**config.mk**
```make
export PLATFORM = sky130hd
export DESIGN_NAME = uart_tx_fifo
export DESIGN_NICKNAME = d
export VERILOG_FILES = /design/src/rtl/uart_tx_fifo.sv
export SDC_FILE = /design/constraint.sdc
export NUM_CORES = 1
export LEC_CHECK = 0
export CAP_MARGIN = 25
export CORE_MARGIN = 5
export CORE_UTILIZATION = 60
export CTS_CLUSTER_DIAMETER = 100
export CTS_CLUSTER_SIZE = 20
export DETAILED_ROUTE_END_ITERATION = 8
export DONT_BUFFER_PORTS = 1
export PLACE_DENSITY = 0.8
export SYNTH_ARGS = -nofsm -noshare
export SYNTH_HDL_FRONTEND = slang
export SYNTH_SLANG_ARGS = --single-unit
```
**constraint.sdc**
```tcl
create_clock -name clk -period 4.3 [get_ports clk]
set_input_delay 0.43 -clock clk [delete_from_list [all_inputs] [get_ports clk]]
set_output_delay 0.43 -clock clk [all_outputs]
set_load 0.05 [all_outputs]
```
**src/rtl/uart_tx_fifo.sv**
```systemverilog
// Generic single-clock FIFO; read data is the head word, visible while rd_vld is high.
// Latency: a write is visible at the head one edge later. Backpressure: wr_rdy low while full.
// A same-edge pop does not free a slot for the write.
module sync_fifo #(
    parameter int WIDTH = 8,
    parameter int DEPTH = 4
) (
    input  logic                   clk,
    input  logic                   rst,
    input  logic                   wr_vld,
    output logic                   wr_rdy,
    input  logic [WIDTH-1:0]       wr_dat,
    output logic                   rd_vld,
    input  logic                   rd_rdy,
    output logic [WIDTH-1:0]       rd_dat,
    output logic [$clog2(DEPTH):0] count
);
    localparam int PTR_W = $clog2(DEPTH);

    logic [WIDTH-1:0] mem_q [DEPTH];
    logic [PTR_W-1:0] wr_ptr_q, rd_ptr_q;
    logic [PTR_W:0]   count_q;
    logic             push, pop;

    assign wr_rdy = (count_q != (PTR_W + 1)'(DEPTH));
    assign rd_vld = (count_q != '0);
    assign push   = wr_vld && wr_rdy;
    assign pop    = rd_rdy && rd_vld;
    assign rd_dat = mem_q[rd_ptr_q];
    assign count  = count_q;

    always_ff @(posedge clk) begin
        if (push) mem_q[wr_ptr_q] <= wr_dat;
    end

    always_ff @(posedge clk) begin
        if (rst) begin
            wr_ptr_q <= '0;
            rd_ptr_q <= '0;
            count_q  <= '0;
        end else begin
            if (push) wr_ptr_q <= wr_ptr_q + 1'b1;
            if (pop)  rd_ptr_q <= rd_ptr_q + 1'b1;
            count_q <= count_q + {{PTR_W{1'b0}}, push} - {{PTR_W{1'b0}}, pop};
        end
    end
endmodule

// Queued UART transmitter with configurable width, divisor, parity and stop bits.
// Latency: a word written to an idle, empty block drives the start bit two edges later.
// Backpressure: tx_ready drops while the FIFO is full; queued frames go out back-to-back.
module uart_tx_fifo #(
    parameter int DATA_BITS  = 8,
    parameter int BAUD_DIV   = 5208,
    parameter int PARITY     = 0,
    parameter int STOP_BITS  = 1,
    parameter int FIFO_DEPTH = 4
) (
    input  logic                        clk,
    input  logic                        rst,
    input  logic [DATA_BITS-1:0]        tx_data,
    input  logic                        tx_valid,
    output logic                        tx_ready,
    output logic                        TX,
    output logic                        tx_done,
    output logic                        busy,
    output logic [$clog2(FIFO_DEPTH):0] fifo_count
);
    localparam int BAUD_W   = $clog2(BAUD_DIV);
    localparam int MAX_BITS = (DATA_BITS > STOP_BITS) ? DATA_BITS : STOP_BITS;
    localparam int BIT_W    = $clog2(MAX_BITS + 1);

    localparam logic [2:0] S_IDLE  = 3'd0;
    localparam logic [2:0] S_START = 3'd1;
    localparam logic [2:0] S_DATA  = 3'd2;
    localparam logic [2:0] S_PAR   = 3'd3;
    localparam logic [2:0] S_STOP  = 3'd4;

    if (DATA_BITS < 5 || DATA_BITS > 9 || BAUD_DIV < 2 || PARITY < 0 || PARITY > 2 ||
        STOP_BITS < 1 || STOP_BITS > 2 || FIFO_DEPTH < 2 ||
        (FIFO_DEPTH & (FIFO_DEPTH - 1)) != 0) begin : g_param_check
        $error("uart_tx_fifo: illegal parameter value");
    end

    logic [2:0]           state_q, state_d;
    logic [BAUD_W-1:0]    baud_q, baud_d;
    logic [BIT_W-1:0]     bit_q, bit_d;
    logic [DATA_BITS-1:0] shift_q, shift_d;
    logic                 par_q, par_d;
    logic                 tx_q, tx_d;
    logic                 done_q, done_d;
    logic                 strobe, pop, fifo_vld;
    logic [DATA_BITS-1:0] fifo_dat;

    sync_fifo #(.WIDTH(DATA_BITS), .DEPTH(FIFO_DEPTH)) u_fifo (
        .clk    (clk),
        .rst    (rst),
        .wr_vld (tx_valid),
        .wr_rdy (tx_ready),
        .wr_dat (tx_data),
        .rd_vld (fifo_vld),
        .rd_rdy (pop),
        .rd_dat (fifo_dat),
        .count  (fifo_count)
    );

    assign strobe = (baud_q == BAUD_W'(BAUD_DIV - 1));

    always_comb begin
        state_d = state_q;
        baud_d  = baud_q;
        bit_d   = bit_q;
        shift_d = shift_q;
        par_d   = par_q;
        done_d  = 1'b0;
        pop     = 1'b0;
        if (state_q != S_IDLE) baud_d = strobe ? '0 : baud_q + 1'b1;
        case (state_q)
            S_IDLE:  pop = fifo_vld;
            S_START: if (strobe) state_d = S_DATA;
            S_DATA: if (strobe) begin
                shift_d = shift_q >> 1;
                if (bit_q == BIT_W'(DATA_BITS - 1)) begin
                    bit_d   = '0;
                    state_d = (PARITY != 0) ? S_PAR : S_STOP;
                end else begin
                    bit_d = bit_q + 1'b1;
                end
            end
            S_PAR:   if (strobe) state_d = S_STOP;
            S_STOP: if (strobe) begin
                if (bit_q == BIT_W'(STOP_BITS - 1)) begin
                    done_d  = 1'b1;
                    bit_d   = '0;
                    state_d = S_IDLE;
                    pop     = fifo_vld;
                end else begin
                    bit_d = bit_q + 1'b1;
                end
            end
            default: state_d = S_IDLE;
        endcase
        // Parity comes from the whole popped word, before any shifting.
        if (pop) begin
            shift_d = fifo_dat;
            par_d   = (^fifo_dat) ^ (PARITY == 2);
            baud_d  = '0;
            bit_d   = '0;
            state_d = S_START;
        end
    end

    always_comb begin
        case (state_q)
            S_START: tx_d = 1'b0;
            S_DATA:  tx_d = shift_q[0];
            S_PAR:   tx_d = par_q;
            default: tx_d = 1'b1;
        endcase
    end

    always_ff @(posedge clk) begin
        if (rst) begin
            state_q <= S_IDLE;
            baud_q  <= '0;
            bit_q   <= '0;
            shift_q <= '0;
            par_q   <= 1'b0;
            tx_q    <= 1'b1;
            done_q  <= 1'b0;
        end else begin
            state_q <= state_d;
            baud_q  <= baud_d;
            bit_q   <= bit_d;
            shift_q <= shift_d;
            par_q   <= par_d;
            tx_q    <= tx_d;
            done_q  <= done_d;
        end
    end

    assign TX      = tx_q;
    assign tx_done = done_q;
    assign busy    = (state_q != S_IDLE) || fifo_vld;
endmodule

```
==> out/metrics.yaml <==
placement:
  port_buffers: 0
  hpwl_um: 3630
  gp_congestion: 0.815
  pre_cts_ws_ns: 1.44
worst_setup_path:
  cp-start-kind: "flip-flop"
  cp_slowest_cell: "dfxtp_1"
  critPathArrivalTime_ns: 3.10
  crit_buf_inv: 0
  cp-end-kind: "flip-flop"
  crit_chain: "nand3_1 > and2_1 > ha_1 > fa_1 > xnor2_1 > xnor2_1 > nor2_1"
  cp.required_ns: 4.55
  r2r_start: "u_fifo.count[2]"
  worstSetupPathType: "flip-flop to flip-flop"
  rr_worst_depth: 7
  critPathMaxStageDelay_ns: 0.72
  cpLargestDelayFamily: "simple AND/OR/NAND/NOR gates"
  r2r_end: "u_fifo.count[2]"
  cp_max_fo: 6
  cpMostUsedCell: "xnor2_1"
  rrSetupSlack_ns: 1.44
routing:
  via_per_inst: 5.59
  ant_nets: 0
  routed_wl_um: 5130
  dr.pass1.iters: 4
  routed-via-count: 1986
  drc_errors: 0
  wl_per_cell_um: 14.4
  drt_iter0_markers: 74
synthesis:
  syn-num-nets: 304
  synth_top_flop_cell: "dfxtp_1"
  synth-seq-cells: 72
  yosys-top-cells-count: "dfxtp_1, edfxtp_1, nor2_1, a21oi_1, nand2_1"
  synthArstFlopShare_pct: 0
  netlist_top_cells_area: "edfxtp_1, dfxtp_1, mux4_2"
  yosysMostFrequentCell: "dfxtp_1"
  synth_edf_count: 32
  synth_cells: 283
  syn_area_um2: 3230
  synthDistinctLibCells: 42
  seq_area_frac_synth_pct: 54.6
  syn_area_per_cell_um2: 11.4
  synth_warnings: 0
  synth_top_area_share_pct: 29.8
  synth_top_area_cell: "edfxtp_1"
die:
  core_area_um2: 5170
  std_cell_rows: 26
  die_h_um: 83.4
  pin_count: 18
  die_x_um: 83.4
  start_util_pct: 62.4
  dieArea_um2: 6950
sta:
  setup_viol_count_final: 0
  hold_violations: 0
  worst_slew_pin_slew_ns: 0.761
  finalCritPeriodShare_pct: 66.4
  slew_headroom_pct: 49.0
  grt_setup_unrepaired: "false"
  max_freq_mhz: 350
  finClkSkew_ns: 0.00558
  layout_setup_ws_ns: 1.44
  fin_tns_setup_ns: 0
  finalMaxSlewViolations: 0
  period_needed_ns: 2.86
hold_path:
  min_path_cells: 1
  worstHoldStart: "rst"
  min_path_type: "input pin to flip-flop"
  min_to: "shift_q[7]"
global_route:
  grt_pass1_vias: 1897
  overflow: 0
  grt_max_degree: 23
  antenna_found_initial: 0
  grt_pass1_wl_um: 8990
  grt_use_total_pct: 16.4
layout:
  multiInputGateArea_um2: 1340
  area_growth_syn_to_layout_pct: 6.78
  nNetsFinal: 301
  fillers: 387
  diodes: 0
  drive_above_1_share_pct: 10.9
  seqCellArea_um2: 1760
cts:
  clkLatencyLatePin_ns: 0.35
  cts_resized: 0
  h-tree-depth: 3
  clk_path_buf_depth: 2
  clkSlewWorstSetupHoldPaths_ns: 0.08
  cts_tree: "yes"
  cts_setup_buffers: 0
  cts_hold_buffers: 0
  cts_sinks: 72
  root_buffer: "clkbuf_8"
  numCtsBuffers: 9
pwr:
  leakage_nw: 1.18
  power_mw: 2.24
  vdd_ir_drop_max_mv: 0.363
  p_per_area_nw_per_um2: 650
job:
  max_cap_viol_count: 0
run_status:
  status: "finished, final reports clean"
## state kept, by name, indices dropped and copies added (netlist names), named ones only
signal           cells
par_q                1
shift_q              8
tx_done              1
TX                   1
u_fifo.count         3
baud_q              13
u_fifo.wr_ptr_q      2
u_fifo.rd_ptr_q      2
bit_q                4
u_fifo.mem_q        32
state_q              3
## kinds of logic after synthesis
kind of cell	after synthesis	share of synthesized area (%)
AOI/OAI and AO/OA	51	10.2
xor gates and xnor gates	23	6.24
adders and majority gates	10	4.11
buffers and inverters	27	3.99
DFF	72	54.6
muxes	11	6.51
and+or+nand+nor	89	14.4
## layout make-up
type / instances / share of cell area (%)
inverters: 11 / 1.20
clock buffers: 9 / 3.59
multi-input cells: 184 / 38.8
flip-flops and latches: 72 / 51.1
clock inverters: 7 / 2.32
repair buffers: 2 / 0.435
well taps: 70 / 2.54
## through the flow
step	utilization [%]	hold WS (ns)	cells	area, um^2
2_1_floorplan	-	0.449	283	3230
4_1_cts	66.7	0.129	355	3450
3_5_place_dp	62.7	0.473	339	3240
6_report	66.7	0.143	355	3450
3_3_place_gp	62.7	0.462	339	3240
5_1_grt	66.7	0.118	355	3450
## layout by cell type (no fill, tap or decap), types with 2 or more instances in the layout
cell type	Yosys	routed
inv_1	11	11
and3_1	7	7
nand3_1	9	9
or3_1	3	3
or4_1	2	2
nand2_1	19	19
o21ai_1	2	2
nand2b_1	4	4
ha_1	9	9
a21oi_1	20	20
nand4_1	5	5
nor2b_1	2	2
mux2i_1	3	3
edfxtp_1	32	32
mux4_2	8	8
o211ai_1	8	8
xor2_1	8	8
buf_4	0	2
nor3_1	6	6
o21ai_0	4	4
dfxtp_1	40	40
clkinv_4	0	2
xnor2_1	15	15
and4bb_2	3	3
nor2_1	24	24
clkbuf_8	0	9
a211oi_1	3	3
a2bb2oi_1	7	7
## power by group
part	switching, mW	internal, mW
Clock	0.263	0.274
Combinational	0.397	0.335
Sequential	0.140	0.833
Total	0.800	1.44
## worst reg2reg max path: cells and delay by family (launching register included)
family,cells,cell delay (ns)
XOR/XNOR,2,0.30
adder cells (fa/ha/maj),2,0.60
flip-flops,1,0.72
AND/OR/NAND/NOR,3,1.13
## worst max path at each step
stage               startpoint  slack, ns  cells past startpoint               to
3_5_place_dp   u_fifo.count[2]       1.44                      7  u_fifo.count[2]
6_report       u_fifo.count[2]       1.44                      7  u_fifo.count[2]
4_1_cts        u_fifo.count[2]       1.43                      7  u_fifo.count[2]
5_1_grt             state_q[2]       1.25                     12  u_fifo.count[2]
2_1_floorplan        baud_q[0]       1.50                     14  u_fifo.count[2]
3_3_place_gp   u_fifo.count[2]       1.50                      7  u_fifo.count[2]
## layer usage
metal  wire [um]  vias to the layer above  GRT usage [%]  share of wire, %
li1            -                     1017              -                 -
met1        2250                      932           20.0                44
met2        2500                       29           25.8                49
met3         284                        8           6.83               5.5
met4          91                        0           6.24               1.8
met5           0                        -              0                 0
(Power assumes the default switching activity.)
